<file path="config.mk">
export PLATFORM = sky130hd
export DESIGN_NAME = dmem_stage
export DESIGN_NICKNAME = d
export VERILOG_FILES = /design/src/rtl/dmem_stage.sv
export SDC_FILE = /design/constraint.sdc
export NUM_CORES = 2
export LEC_CHECK = 0
export BUFFER_PORTS_ARGS = -buffer_cell sky130_fd_sc_hd__clkbuf_2
export CORE_MARGIN = 2
export CORE_UTILIZATION = 45
export CTS_CLUSTER_SIZE = 24
export DETAILED_ROUTE_END_ITERATION = 10
export PLACE_DENSITY_LB_ADDON = 0.08
export SYNTH_ARGS = -nofsm -noshare
export SYNTH_HDL_FRONTEND = slang
export SYNTH_SLANG_ARGS = --single-unit
export TNS_END_PERCENT = 10
</file>
<file path="constraint.sdc">
create_clock -name Clk -period 5.1 [get_ports Clk]
set_input_delay 0.765 -clock Clk [delete_from_list [all_inputs] [get_ports Clk]]
set_output_delay 0.765 -clock Clk [all_outputs]
set_load 0.01 [all_outputs]
</file>
<file path="src/rtl/dmem_stage.sv">
`default_nettype none
// +-----------------------------------------------------------------------------------+
// | dmem_stage: ALU-addressed 2^AW x DW data RAM, valid/ready request + load response. |
// | Optional DMEM_CLEAR_EN zeroes the RAM after every reset.        Revision: 1.0     |
// +-----------------------------------------------------------------------------------+
module dmem_stage #(
   parameter int AW = 8,
   parameter int DW = 8
) (
   input  logic          Clk,
   input  logic          Reset,
   input  logic          in_valid,
   output logic          in_ready,
   input  logic          in_we,
   input  logic [AW-1:0] in_addr,
   input  logic [DW-1:0] in_wdata,
   output logic          out_valid,
   input  logic          out_ready,
   output logic [DW-1:0] out_rdata
);

   typedef enum logic [1:0] {
      IDLE  = 2'd0,
      READ  = 2'd1,
      RESP  = 2'd2
`ifdef DMEM_CLEAR_EN
      , CLEAR = 2'd3
`endif
   } state_t;

`ifdef DMEM_CLEAR_EN
   localparam state_t RST_STATE = CLEAR;
   localparam logic   RST_READY = 1'b0;
`else
   localparam state_t RST_STATE = IDLE;
   localparam logic   RST_READY = 1'b1;
`endif

   logic [DW-1:0] mem [0:(1<<AW)-1];

   state_t        state_q, state_d;
   logic [AW-1:0] addr_q, addr_d;
   logic          in_ready_q, in_ready_d;
   logic          out_valid_q, out_valid_d;
   logic [DW-1:0] out_rdata_q, out_rdata_d;
   logic          mem_we;
   logic [AW-1:0] mem_waddr;
   logic [DW-1:0] mem_wdata;
`ifdef DMEM_CLEAR_EN
   logic [AW-1:0] clr_cnt_q, clr_cnt_d;
`endif

   always_comb begin
      state_d     = state_q;
      addr_d      = addr_q;
      out_valid_d = out_valid_q;
      out_rdata_d = out_rdata_q;
      mem_we      = 1'b0;
      mem_waddr   = in_addr;
      mem_wdata   = in_wdata;
`ifdef DMEM_CLEAR_EN
      clr_cnt_d   = clr_cnt_q;
`endif
      case (state_q)
         IDLE: begin
            if (in_valid) begin
               if (in_we) begin
                  mem_we = 1'b1;
               end else begin
                  addr_d  = in_addr;
                  state_d = READ;
               end
            end
         end
         READ: begin
            out_rdata_d = mem[addr_q];
            out_valid_d = 1'b1;
            state_d     = RESP;
         end
         RESP: begin
            if (out_ready) begin
               out_valid_d = 1'b0;
               state_d     = IDLE;
            end
         end
`ifdef DMEM_CLEAR_EN
         CLEAR: begin
            mem_we    = 1'b1;
            mem_waddr = clr_cnt_q;
            mem_wdata = '0;
            clr_cnt_d = clr_cnt_q + 1'b1;
            if (clr_cnt_q == '1) state_d = IDLE;
         end
`endif
         default: state_d = IDLE;
      endcase
      // Reset wins over any write that would land on the same edge
      if (Reset) mem_we = 1'b0;
      in_ready_d = (state_d == IDLE);
   end

   always_ff @(posedge Clk) begin
      if (Reset) begin
         state_q     <= RST_STATE;
         addr_q      <= '0;
         in_ready_q  <= RST_READY;
         out_valid_q <= 1'b0;
         out_rdata_q <= '0;
`ifdef DMEM_CLEAR_EN
         clr_cnt_q   <= '0;
`endif
      end else begin
         state_q     <= state_d;
         addr_q      <= addr_d;
         in_ready_q  <= in_ready_d;
         out_valid_q <= out_valid_d;
         out_rdata_q <= out_rdata_d;
`ifdef DMEM_CLEAR_EN
         clr_cnt_q   <= clr_cnt_d;
`endif
      end
   end

   always_ff @(posedge Clk) begin
      if (mem_we) mem[mem_waddr] <= mem_wdata;
   end

   assign in_ready  = in_ready_q;
   assign out_valid = out_valid_q;
   assign out_rdata = out_rdata_q;

endmodule
`default_nettype wire

</file>
* Word level (Yosys, flattened, before mapping)
Memories as Yosys holds them, arrays and structs flattened. A register that Yosys moved wholly into a read port is not among the register bits.
Cells that the tools add are included.
** Storage, ports and cells
- Register bits :: 12
- Output and inout port bits :: 10
- Memories kept :: 1
- RAM bits :: 2048
** Memory list
- mem :: depth 256, width 8, rd ports 1, clocked after Yosys merged registers in 1, write ports 1, RTL line 39 : logic [DW-1:0] mem [0:(1<<AW)-1];
** Operators by class
- Bitwise logic cells :: 1
- Equality and inequality tests :: 3
- Mux-type cells :: 12
- Reductions and logical operators :: 5
** Operator list (count)
- $mux 1 :: 7
- $mux 2 :: 3
- $pmux 2 s3 :: 1
- $logic_not 2->1 :: 2
- $reduce_and 3->1 :: 1
- $eq 2x1->1 const B :: 1
- $eq 2x2->1 const B :: 1
- $ne 2x2->1 const B :: 1
- $pmux 1 s2 :: 1
- $reduce_and 2->1 :: 1
- $reduce_bool 2->1 :: 1
- $not 1->1 :: 1

* Depth between registers and ports, before layout
- Word-level depth :: 6
- Depth in mapped cells :: 13
- Depth with buffers taken out :: 7

* Least setup slack after synthesis
Ideal clock, no wire load.
- Path type :: input to register
- Start point :: input Reset
- End point :: memory mem[221][0] (enable)
- Arrival :: 2422 ps
- Stages :: 6
- Path slack :: 2308 ps
- Library setup time :: 370 ps
- Path buffers :: 1
- Path through :: nor2_1 -> nand3_1 -> nor4b_1 -> nand3_1 -> clkbuf_1 -> nor2_1
** Between the ends
- Word-level cells in the longest chain between the ends :: 3
** RTL lines
- start, declared :: RTL line 11 : input logic Reset,
- $mux 1 :: RTL line 98 : if (Reset) mem_we = 1'b0;
- $mux 1 :: RTL line 125 : if (mem_we) mem[mem_waddr] <= mem_wdata;
- $mux 1 (implied by the code) :: RTL line 125
- end, declared :: RTL line 39
No other way between the ends.

==> results.tsv <==
metric	value	unit
status	finished clean	
die footprint	0.182	sq mm
maximum clock path buffer count	3	
first-pass GRT wire length	307000	um
clock latency on the worst-skew pair	0.85	ns
hold crit path type	primary input to register	
Post-CTS Hold Buffers	0	
gpl congestion	0.824	
Die W	427	um
share of synthesized flip-flops with an asynchronous set or reset	0	%
syn_area_per_cell	20.6	sq um
Max H-tree Level	4	
initial antenna violation count	10	
RSZ-0062 raised after global routing	no	
CP Max Fanout	29	
GRT Util Overall	24.0	%
WP data required	5.87	ns
CP dominant cell by count	buf_12	
top post-synthesis cells by count	2048 x edfxtp_1, 403 x mux4_2, 319 x nor2_1	
final hold viol count	0	
CTS root buf	clkbuf_16	
Clock Skews	0.0194	ns
Worst-Margin Slew	1.31	ns
post-synth top area share	76.4	%
Max Fclk	238	MHz
CP startpoint kind	register	
initial core utilization	45.2	%
P_leak	0.0270	uW
Buf+Inv Stages, Crit Path	3	
CP max stage delay	0.78	ns
Relative slew margins	10.3	%
Seq cells post-synth	2068	
post-CTS sizing	0	
Cell variety after synth	61	
total wire length	217000	um
most frequent cell after synthesis	edfxtp_1	
Post-synth top flop	edfxtp_1	
Post-Place Worst Slack	0.703	ns
synthesized instance count	3914	
Worst-path clk slew	0.06	ns
Final Slew Violations	0	
number of enable flip-flop cells after synthesis	2048	
1st-iter DRT viols	4325	
via count	39400	
drt pass-1 iters	5	
Core Region	0.178	sq mm
worst setup margin	0.894	ns
WP data arrival	4.98	ns
total gr overflow	0	
cell taking the most area after synthesis	edfxtp_1	
largest net degree at the start of global routing	117	
DIE HEIGHT	427	um
fin nets	4104	
Synthesized Nets	3935	
vias in the first global route	39900	
Synth area leaders	edfxtp_1 76%, mux4_2 11%, mux2i_1 2.9%, nor2_1 1.5%, buf_6 0.57%	
Area Overhead vs Synth	12.3	%
IO Port Bufs	30	
DR WL/cell	32.8	um
Synth Warn #	0	
Tmin final	4.21	ns
IO Pins	31	
drt drc	0	
Pwr Density	392	mW/mm^2
Setup Buffers After CTS	0	
Core Rows	155	
CP Cell Sequence	buf_12 -> buf_12 -> buf_4 -> mux2i_1 -> o221ai_1 -> a21oi_1 -> nor4_1 -> nand3_1 -> nor3_1 -> a211o_1	
CTS Sinks	2068	
Crit. End Element	register	
Finish-stage setup viols	0	
largest delay contributor family on the critical path	simple AND/OR/NAND/NOR gates	
worst vdd ir	0.321	mV
post-route clock period utilization	82.5	%
Netlist Area Pre-Place	0.0805	sq mm
total CTS buffers	212	
setup TNS	0	ns
max_cap viols	0	
Worst Path Class, Setup	register to register	
share of the yosys chip area belonging to registers	76.9	%
hpwl dp	134000	um
DR vias/cell	5.95	
layout cells sized above 1	21.5	%
Max stage delay cell, worst path	dfxtp_4	
Detail Route Antenna Nets	0	
CTS tree	done	
-- kinds of logic after synthesis --
family	Yosys count	share of synthesized area, %
muxes	655	14.7
buffers and inverters	231	2.04
DFF	2068	76.9
AOI/OAI and AO/OA	368	3.22
and+or+nand+nor	592	3.15
-- area by class of cell --
type	instances	area, sq um
repair buffers	184	1720
flip-flops and latches	2068	61900
inverters	2	10.0
diodes	4	10.0
clock buffers	251	5450
fillers	14300	87700
multi-input cells	1615	17000
clock inverters	138	1310
well taps	2355	2950
-- worst reg2reg max path: cells and delay by family, from the launching register on --
kind	cells	cell delay [ns]
muxes	1	0.12
and+or+nand+nor	3	1.57
DFF	1	0.78
buffers and inverters	3	0.93
AOI/OAI and AO/OA	3	0.75
-- metrics by stage --
stage	power, uW	std cells	util [%]	hold slack, ns	instance area [sq um]
after floorplan	19800	3914	-	0.458	80500
after global placement	20500	6224	46.9	0.479	83600
after detailed placement	20500	6224	46.9	0.500	83600
after CTS	35700	6613	50.7	0.192	90300
after global routing	36400	6615	50.7	0.258	90300
final	35400	6617	50.7	0.262	90300
-- power by group --
part / leakage, uW / total [uW] / internal [uW] / switching (uW)
Combinational: 0.00515 / 1440 / 471 / 972
Sequential: 0.0186 / 18700 / 18700 / 38.7
Clock: 0.00330 / 15200 / 8730 / 6480
Total: 0.0270 / 35400 / 27900 / 7490
-- path summary, 6_finish.rpt --
check,slack (ns),startpoint,end,cells after the start
max,0.89,addr_q[0],out_rdata[6],10
min,0.26,out_ready,out_valid,4
max reg2reg,0.89,addr_q[0],out_rdata[6],10
min reg2reg,0.52,addr_q[7],addr_q[7],2
-- cell usage in the layout, fill, tap and decap left out, types with 26 or more instances in the layout --
| cell | Yosys | routed |
|---|---|---|
| a211oi_1 | 26 | 26 |
| a21oi_1 | 53 | 53 |
| a22oi_1 | 55 | 55 |
| buf_12 | 5 | 27 |
| buf_4 | 25 | 127 |
| clkbuf_1 | 82 | 39 |
| clkbuf_16 | 0 | 212 |
| clkinv_1 | 0 | 44 |
| clkinv_2 | 0 | 46 |
| edfxtp_1 | 2048 | 2048 |
| mux2i_1 | 237 | 237 |
| mux4_2 | 403 | 403 |
| nand2_1 | 121 | 121 |
| nand3_1 | 46 | 44 |
| nor2_1 | 319 | 317 |
| nor3_1 | 29 | 29 |
| o21ai_0 | 34 | 34 |
| o221ai_1 | 49 | 49 |
| o22ai_1 | 68 | 68 |
-- routing by layer --
metal	up-vias	track usage, %	routed length, um
met1	21200	35.0	95400
li1	16600	-	-
met5	-	0	13
met2	1233	37.8	103000
met4	2	6.43	5310
met3	288	3.85	12800
-- flip-flops by register name, summed over array words and instances (netlist names) --
signal and flops:
out_valid 1, addr_q 8, mem 2048, state_q 2, in_ready 1, out_rdata 8
No activity file was read; power rests on OpenSTA's default activity.
